**src/rtl/num_render_if.sv**
```systemverilog
// Raster, value and font-ROM signals shared between num_render and its integrator.
// The slave modport is the renderer's view; master is the driving side.
interface num_render_if #(
  parameter int VAL_W = 14
);
  logic             frame_start;
  logic [VAL_W-1:0] value;
  logic [9:0]       h_cnt;
  logic [9:0]       v_cnt;
  logic             video_on;
  logic [3:0]       font_digit;
  logic [3:0]       font_row;
  logic [11:0]      font_pixels;
  logic             pixel_on;
  logic             busy;

  modport master (
    output frame_start, value, h_cnt, v_cnt, video_on, font_pixels,
    input  font_digit, font_row, pixel_on, busy
  );

  modport slave (
    input  frame_start, value, h_cnt, v_cnt, video_on, font_pixels,
    output font_digit, font_row, pixel_on, busy
  );
endinterface

```
**src/rtl/num_render.sv**
```systemverilog
// Decimal readout: double-dabble conversion once per frame, then a 2-stage raster/font pipeline.
// Optional LEADING_ZERO_BLANK_EN macro blanks leading zero digits (LSD always shown).
module num_render #(
  parameter int NUM_DIGITS = 4,
  parameter int VAL_W      = 14,
  parameter int X0         = 0,
  parameter int Y0         = 0
) (
  input logic         clk,
  input logic         rst,
  num_render_if.slave bus
);
  localparam int BW      = 4 * NUM_DIGITS;
  localparam int CW      = $clog2(VAL_W + 1);
  localparam int FIELD_W = 12 * NUM_DIGITS;

  function automatic longint pow10(input int n);
    longint r;
    r = 1;
    for (int i = 0; i < n; i++) r = r * 10;
    return r;
  endfunction

  localparam logic [VAL_W-1:0] SAT = VAL_W'(pow10(NUM_DIGITS) - 1);

  typedef enum logic {IDLE, CONV} state_t;

  state_t           state, state_nx;
  logic             busy_w;
  logic [BW-1:0]    bcd, bcd_adj, bcd_sh, disp;
  logic [VAL_W-1:0] bin, bin_sh;
  logic [CW-1:0]    iter;
  logic             last_iter;

  assign last_iter = (iter == CW'(1));

  always_ff @(posedge clk) begin
    if (rst) state <= IDLE;
    else     state <= state_nx;
  end

  always_comb begin
    state_nx = state;
    case (state)
      IDLE:    if (bus.frame_start) state_nx = CONV;
      CONV:    if (!bus.frame_start && last_iter) state_nx = IDLE;
      default: state_nx = IDLE;
    endcase
  end

  always_comb begin
    busy_w = (state == CONV);
  end

  assign bus.busy = busy_w;

  always_comb begin
    bcd_adj = bcd;
    for (int i = 0; i < NUM_DIGITS; i++) begin
      if (bcd[4*i +: 4] >= 4'd5) bcd_adj[4*i +: 4] = bcd[4*i +: 4] + 4'd3;
    end
    bcd_sh = {bcd_adj[BW-2:0], bin[VAL_W-1]};
    bin_sh = {bin[VAL_W-2:0], 1'b0};
  end

  // A new frame_start always wins, so an aborted run never reaches disp.
  always_ff @(posedge clk) begin
    if (rst) begin
      bcd  <= '0;
      bin  <= '0;
      iter <= '0;
      disp <= '0;
    end else if (bus.frame_start) begin
      bin  <= (bus.value > SAT) ? SAT : bus.value;
      bcd  <= '0;
      iter <= CW'(VAL_W);
    end else if (state == CONV) begin
      bcd  <= bcd_sh;
      bin  <= bin_sh;
      iter <= iter - CW'(1);
      if (last_iter) disp <= bcd_sh;
    end
  end

  // Raster mapping; an unsigned wrap makes h_cnt < X0 / v_cnt < Y0 fall outside.
  logic [11:0] dx, dy;
  logic        in_box;
  logic [2:0]  k;
  logic [3:0]  col, row, cur_digit;
  logic        cur_blank;

  assign dx     = {2'b00, bus.h_cnt} - 12'(X0);
  assign dy     = {2'b00, bus.v_cnt} - 12'(Y0);
  assign in_box = (dx < 12'(FIELD_W)) && (dy < 12'd16);
  assign row    = 4'(dy);

  always_comb begin
    k   = 3'd0;
    col = 4'(dx);
    for (int j = 1; j < NUM_DIGITS; j++) begin
      if (dx >= 12'(12 * j)) begin
        k   = 3'(j);
        col = 4'(dx - 12'(12 * j));
      end
    end
  end

  always_comb begin
    cur_digit = 4'd0;
    for (int j = 0; j < NUM_DIGITS; j++) begin
      if (k == 3'(j)) cur_digit = disp[4*(NUM_DIGITS-1-j) +: 4];
    end
  end

`ifdef LEADING_ZERO_BLANK_EN
  logic [NUM_DIGITS-1:0] lead_zero;

  always_comb begin
    logic zp;
    zp        = 1'b1;
    lead_zero = '0;
    for (int j = 0; j < NUM_DIGITS - 1; j++) begin
      zp           = zp & (disp[4*(NUM_DIGITS-1-j) +: 4] == 4'd0);
      lead_zero[j] = zp;
    end
    cur_blank = 1'b0;
    for (int j = 0; j < NUM_DIGITS; j++) begin
      if (k == 3'(j)) cur_blank = lead_zero[j];
    end
  end
`else
  always_comb begin
    cur_blank = 1'b0;
  end
`endif

  logic [3:0] font_digit_q, font_row_q, col_d;
  logic       in_box_d, video_on_d, blank_d, pixel_q;

  always_ff @(posedge clk) begin
    if (rst) begin
      font_digit_q <= 4'd0;
      font_row_q   <= 4'd0;
      col_d        <= 4'd0;
      in_box_d     <= 1'b0;
      video_on_d   <= 1'b0;
      blank_d      <= 1'b0;
      pixel_q      <= 1'b0;
    end else begin
      font_digit_q <= in_box ? cur_digit : 4'd0;
      font_row_q   <= in_box ? row : 4'd0;
      col_d        <= in_box ? col : 4'd0;
      in_box_d     <= in_box;
      video_on_d   <= bus.video_on;
      blank_d      <= in_box & cur_blank;
      pixel_q      <= in_box_d & video_on_d & ~blank_d & bus.font_pixels[4'd11 - col_d];
    end
  end

  assign bus.font_digit = font_digit_q;
  assign bus.font_row   = font_row_q;
  assign bus.pixel_on   = pixel_q;
endmodule
```
**src/flat_wrapper.sv**
```systemverilog
// flat-port wrapper written by rule: the top's interface ports become plain ports
module num_render_flat 
#(
  parameter int NUM_DIGITS = 4,
  parameter int VAL_W      = 14,
  parameter int X0         = 0,
  parameter int Y0         = 0
)
  (clk, rst, bus_frame_start, bus_value, bus_h_cnt, bus_v_cnt, bus_video_on, bus_font_pixels, bus_font_digit, bus_font_row, bus_pixel_on, bus_busy);
  num_render_if #(.VAL_W(VAL_W)) bus_i ();
  input logic clk;
  input logic rst;
  input wire logic [$bits(bus_i.frame_start)-1:0] bus_frame_start;
  input wire logic [$bits(bus_i.value)-1:0] bus_value;
  input wire logic [$bits(bus_i.h_cnt)-1:0] bus_h_cnt;
  input wire logic [$bits(bus_i.v_cnt)-1:0] bus_v_cnt;
  input wire logic [$bits(bus_i.video_on)-1:0] bus_video_on;
  input wire logic [$bits(bus_i.font_pixels)-1:0] bus_font_pixels;
  output wire logic [$bits(bus_i.font_digit)-1:0] bus_font_digit;
  output wire logic [$bits(bus_i.font_row)-1:0] bus_font_row;
  output wire logic [$bits(bus_i.pixel_on)-1:0] bus_pixel_on;
  output wire logic [$bits(bus_i.busy)-1:0] bus_busy;
  assign bus_i.frame_start = bus_frame_start;
  assign bus_i.value = bus_value;
  assign bus_i.h_cnt = bus_h_cnt;
  assign bus_i.v_cnt = bus_v_cnt;
  assign bus_i.video_on = bus_video_on;
  assign bus_i.font_pixels = bus_font_pixels;
  assign bus_font_digit = bus_i.font_digit;
  assign bus_font_row = bus_i.font_row;
  assign bus_pixel_on = bus_i.pixel_on;
  assign bus_busy = bus_i.busy;
  num_render #(.NUM_DIGITS(NUM_DIGITS), .VAL_W(VAL_W), .X0(X0), .Y0(Y0)) u_core (.clk(clk), .rst(rst), .bus(bus_i));
endmodule
```
**config.mk**
```make
export PLATFORM = sky130hd
export DESIGN_NAME = num_render_flat
export DESIGN_NICKNAME = d
export VERILOG_FILES = /design/src/rtl/num_render_if.sv /design/src/rtl/num_render.sv /design/src/flat_wrapper.sv
export SDC_FILE = /design/constraint.sdc
export NUM_CORES = 1
export LEC_CHECK = 0
export BUFFER_PORTS_ARGS = -buffer_cell sky130_fd_sc_hd__buf_2
export CORE_MARGIN = 4
export CORE_UTILIZATION = 34
export CTS_CLUSTER_SIZE = 10
export DETAILED_ROUTE_END_ITERATION = 6
export REMOVE_ABC_BUFFERS = 1
export SETUP_SLACK_MARGIN = 0.2
export SYNTH_ARGS = -nofsm -noshare
export SYNTH_HDL_FRONTEND = slang
export SYNTH_SLANG_ARGS = --single-unit
```
**constraint.sdc**
```tcl
create_clock -name clk -period 2.8 [get_ports clk]
set_clock_uncertainty 0.1 [all_clocks]
set_input_delay 0.84 -clock clk [delete_from_list [all_inputs] [get_ports clk]]
set_output_delay 0.84 -clock clk [all_outputs]
set_load 0.02 [all_outputs]
```
==> impl_metrics.json <==
{
  "gr-total-overflow": 0,
  "clock_latency_ps": 340,
  "min_path_cells": 2,
  "ys_seq_area_frac": 0.416,
  "cap_violations": 0,
  "gp_congestion": 0.869,
  "fp.coreArea_sq_um": 9150,
  "critPathKind": "in2reg",
  "synth.most_common_cell": "dfxtp_1",
  "cts.reportedPaths.clkPinSlew_ps": 70,
  "drt_wl_total_um": 6920,
  "crit_path_max_fanout": 6,
  "relSlewSlack": 0.608,
  "dp_hpwl_um": 5110,
  "wl_per_cell_um": 12.9,
  "top_level_ports": 60,
  "avgViaCountPerCell": 5.02,
  "yosysWarnings": 0,
  "critPathRequiredTime_ps": 2960,
  "postCtsHoldBufs": 0,
  "cpPeakStageDelay_ps": 650,
  "outcome": "completed",
  "syn_inst": 360,
  "yosysUniqueCellTypes": 45,
  "leakage_nw": 1.50,
  "cts_tree": "built",
  "cts-buffers-inserted": 9,
  "end_kind": "flop",
  "port_buffers": 59,
  "nFillCells": 925,
  "n_antenna_cell": 0,
  "slew_violations": 0,
  "cts_max_path_buffers": 2,
  "first_iter_violations": 110,
  "finalWorstSetupSlack_ps": 517,
  "worst_path_max_delay_cell": "or4_1",
  "drive_gt1_frac": 0.221,
  "period_minus_slack_ps": 2280,
  "vias": 2692,
  "grt_pass1_vias": 2661,
  "post-route-util": 0.414,
  "cp.arrival_ps": 2450,
  "cts_setup_buffers": 0,
  "die_w_um": 105,
  "ff2ff_path_depth": 4,
  "first_pass_iters": 4,
  "period_share": 0.815,
  "netlist.area_leader.share": 0.416,
  "h-tree-depth": 3,
  "power.density_nw_per_um2": 520,
  "crit_chain": "buf_2, or4_1, nor2_1, nand2_1, o21ai_0, o2bb2ai_1",
  "synth_area_per_cell_sq_um": 8.82,
  "final.setup.tns_ps": 0,
  "pre_cts_ws_ps": 190,
  "rows": 35,
  "grt_usage": 0.132,
  "cts_resized": 0,
  "area_growth_pct": 19.4,
  "ff_latch_area_sq_um": 1320,
  "drc": 0,
  "synthFlopType": "dfxtp_1",
  "synth_top_cell_by_area": "dfxtp_1",
  "yosys-top-cells-area": "dfxtp_1 (42%), mux2i_1 (6.6%), ha_1 (5.5%)",
  "final-hold-violation-count": 0,
  "hold_class": "reg2reg",
  "critPathLaunchType": "input pin",
  "synth-edff-count": 0,
  "max_freq_mhz": 438,
  "tightestPinTransition_ps": 581,
  "yosys-top-cells-count": "dfxtp_1 (66), nor2_1 (40), nand2_1 (35)",
  "finalSetupViolCount": 0,
  "numClockSinks": 66,
  "grt_pass1_wl_um": 12200,
  "antenna_found_initial": 0,
  "antenna_left": 0,
  "start_util": 0.347,
  "cts_root_buf": "clkbuf_8",
  "async_flop_share": 0,
  "synth_seq_cells": 66,
  "rsz0062_at_grt": "no",
  "multi_input_area_sq_um": 1690,
  "die_y_um": 105,
  "nets": 484,
  "syn-cell-area_sq_um": 3180,
  "die_area_sq_um": 10900,
  "vdd_drop_max_mv": 0.334,
  "grt_max_degree": 38
}
[worst max-delay path, delay by kind of cell]
kind	cells	cell delay, ps
AOI/OAI and AO/OA	2	360
and+or+nand+nor	3	1160
buffers and inverters	1	90
[logic make-up after synthesis]
| kind of cell | after synthesis | share of synthesized area |
|---|---|---|
| compound gates | 85 | 0.181 |
| xor+xnor | 9 | 0.0248 |
| fa+ha+maj | 14 | 0.0552 |
| buf+inv | 40 | 0.0508 |
| flops | 66 | 0.416 |
| mux | 25 | 0.0910 |
| simple gates | 121 | 0.181 |
[path summary, 6_finish.rpt]
check,slack [ps],start,endpoint
worst min register to register,330,u_core.video_on_d,u_core.bus.pixel_on
worst max register to register,840,u_core.bus.busy,u_core.disp[7]
worst max-delay path,520,bus_h_cnt[9],u_core.col_d[3]
worst min-delay path,330,u_core.video_on_d,u_core.bus.pixel_on
[state kept, by name, indices dropped and copies added, names as in the netlist]
name and flops:
u_core.disp 16, u_core.in_box_d 1, u_core.bin 14, u_core.iter 4, u_core.bus.busy 1, u_core.bcd 16
u_core.bus.font_digit 4, u_core.video_on_d 1, u_core.bus.font_row 4, u_core.col_d 4, u_core.bus.pixel_on 1
[routing by layer]
metal | part of all wire | global-route usage | up-vias
li1 | - | - | 1376
met1 | 0.49 | 0.171 | 1233
met2 | 0.44 | 0.208 | 79
met3 | 0.073 | 0.0432 | 4
met4 | 0.0043 | 0.0422 | 0
met5 | 0 | 0 | -
[placed cells by master, fill, tap and decap left out, types with 3 or more instances in the layout]
| cell | Yosys | final |
|---|---|---|
| dfxtp_1 | 66 | 66 |
| buf_2 | 3 | 59 |
| nor2_1 | 40 | 40 |
| nand2_1 | 35 | 35 |
| a21oi_1 | 25 | 25 |
| inv_1 | 22 | 22 |
| mux2i_1 | 21 | 21 |
| a211oi_1 | 20 | 20 |
| o21ai_0 | 14 | 14 |
| ha_1 | 14 | 14 |
| and2_1 | 13 | 13 |
| clkbuf_8 | 0 | 11 |
| xnor2_1 | 7 | 7 |
| o2bb2ai_1 | 7 | 7 |
| buf_4 | 0 | 7 |
| nand3_1 | 6 | 6 |
| nor3_1 | 5 | 5 |
| nor3b_1 | 4 | 4 |
| nand2b_1 | 4 | 4 |
| nor4_1 | 3 | 3 |
| a31oi_1 | 3 | 3 |
| a22oi_1 | 3 | 3 |
| a311oi_1 | 3 | 3 |
| mux4_2 | 3 | 3 |
[metrics by stage]
stage	instances	area (sq um)	hold slack (ps)	power, mW
2_1_floorplan	343	3100	306	1.10
3_3_place_gp	520	3590	314	1.18
3_5_place_dp	520	3590	318	1.18
4_1_cts	536	3790	327	2.01
5_1_grt	536	3790	353	2.07
6_report	536	3790	326	1.97
[power by group]
group | switching [mW] | internal, mW
logic | 0.0981 | 0.0822
registers | 0.0156 | 0.961
clock network | 0.355 | 0.459
total | 0.469 | 1.50
[cell type report]
class | instances | share of cell area
Sequential cell | 66 | 0.348
Multi-Input combinational cell | 254 | 0.446
Timing Repair Buffer | 66 | 0.0917
Inverter | 23 | 0.0228
Tap cell | 111 | 0.0366
Clock buffer | 12 | 0.0409
Clock inverter | 4 | 0.0132
No activity file was read; power rests on OpenSTA's default activity.
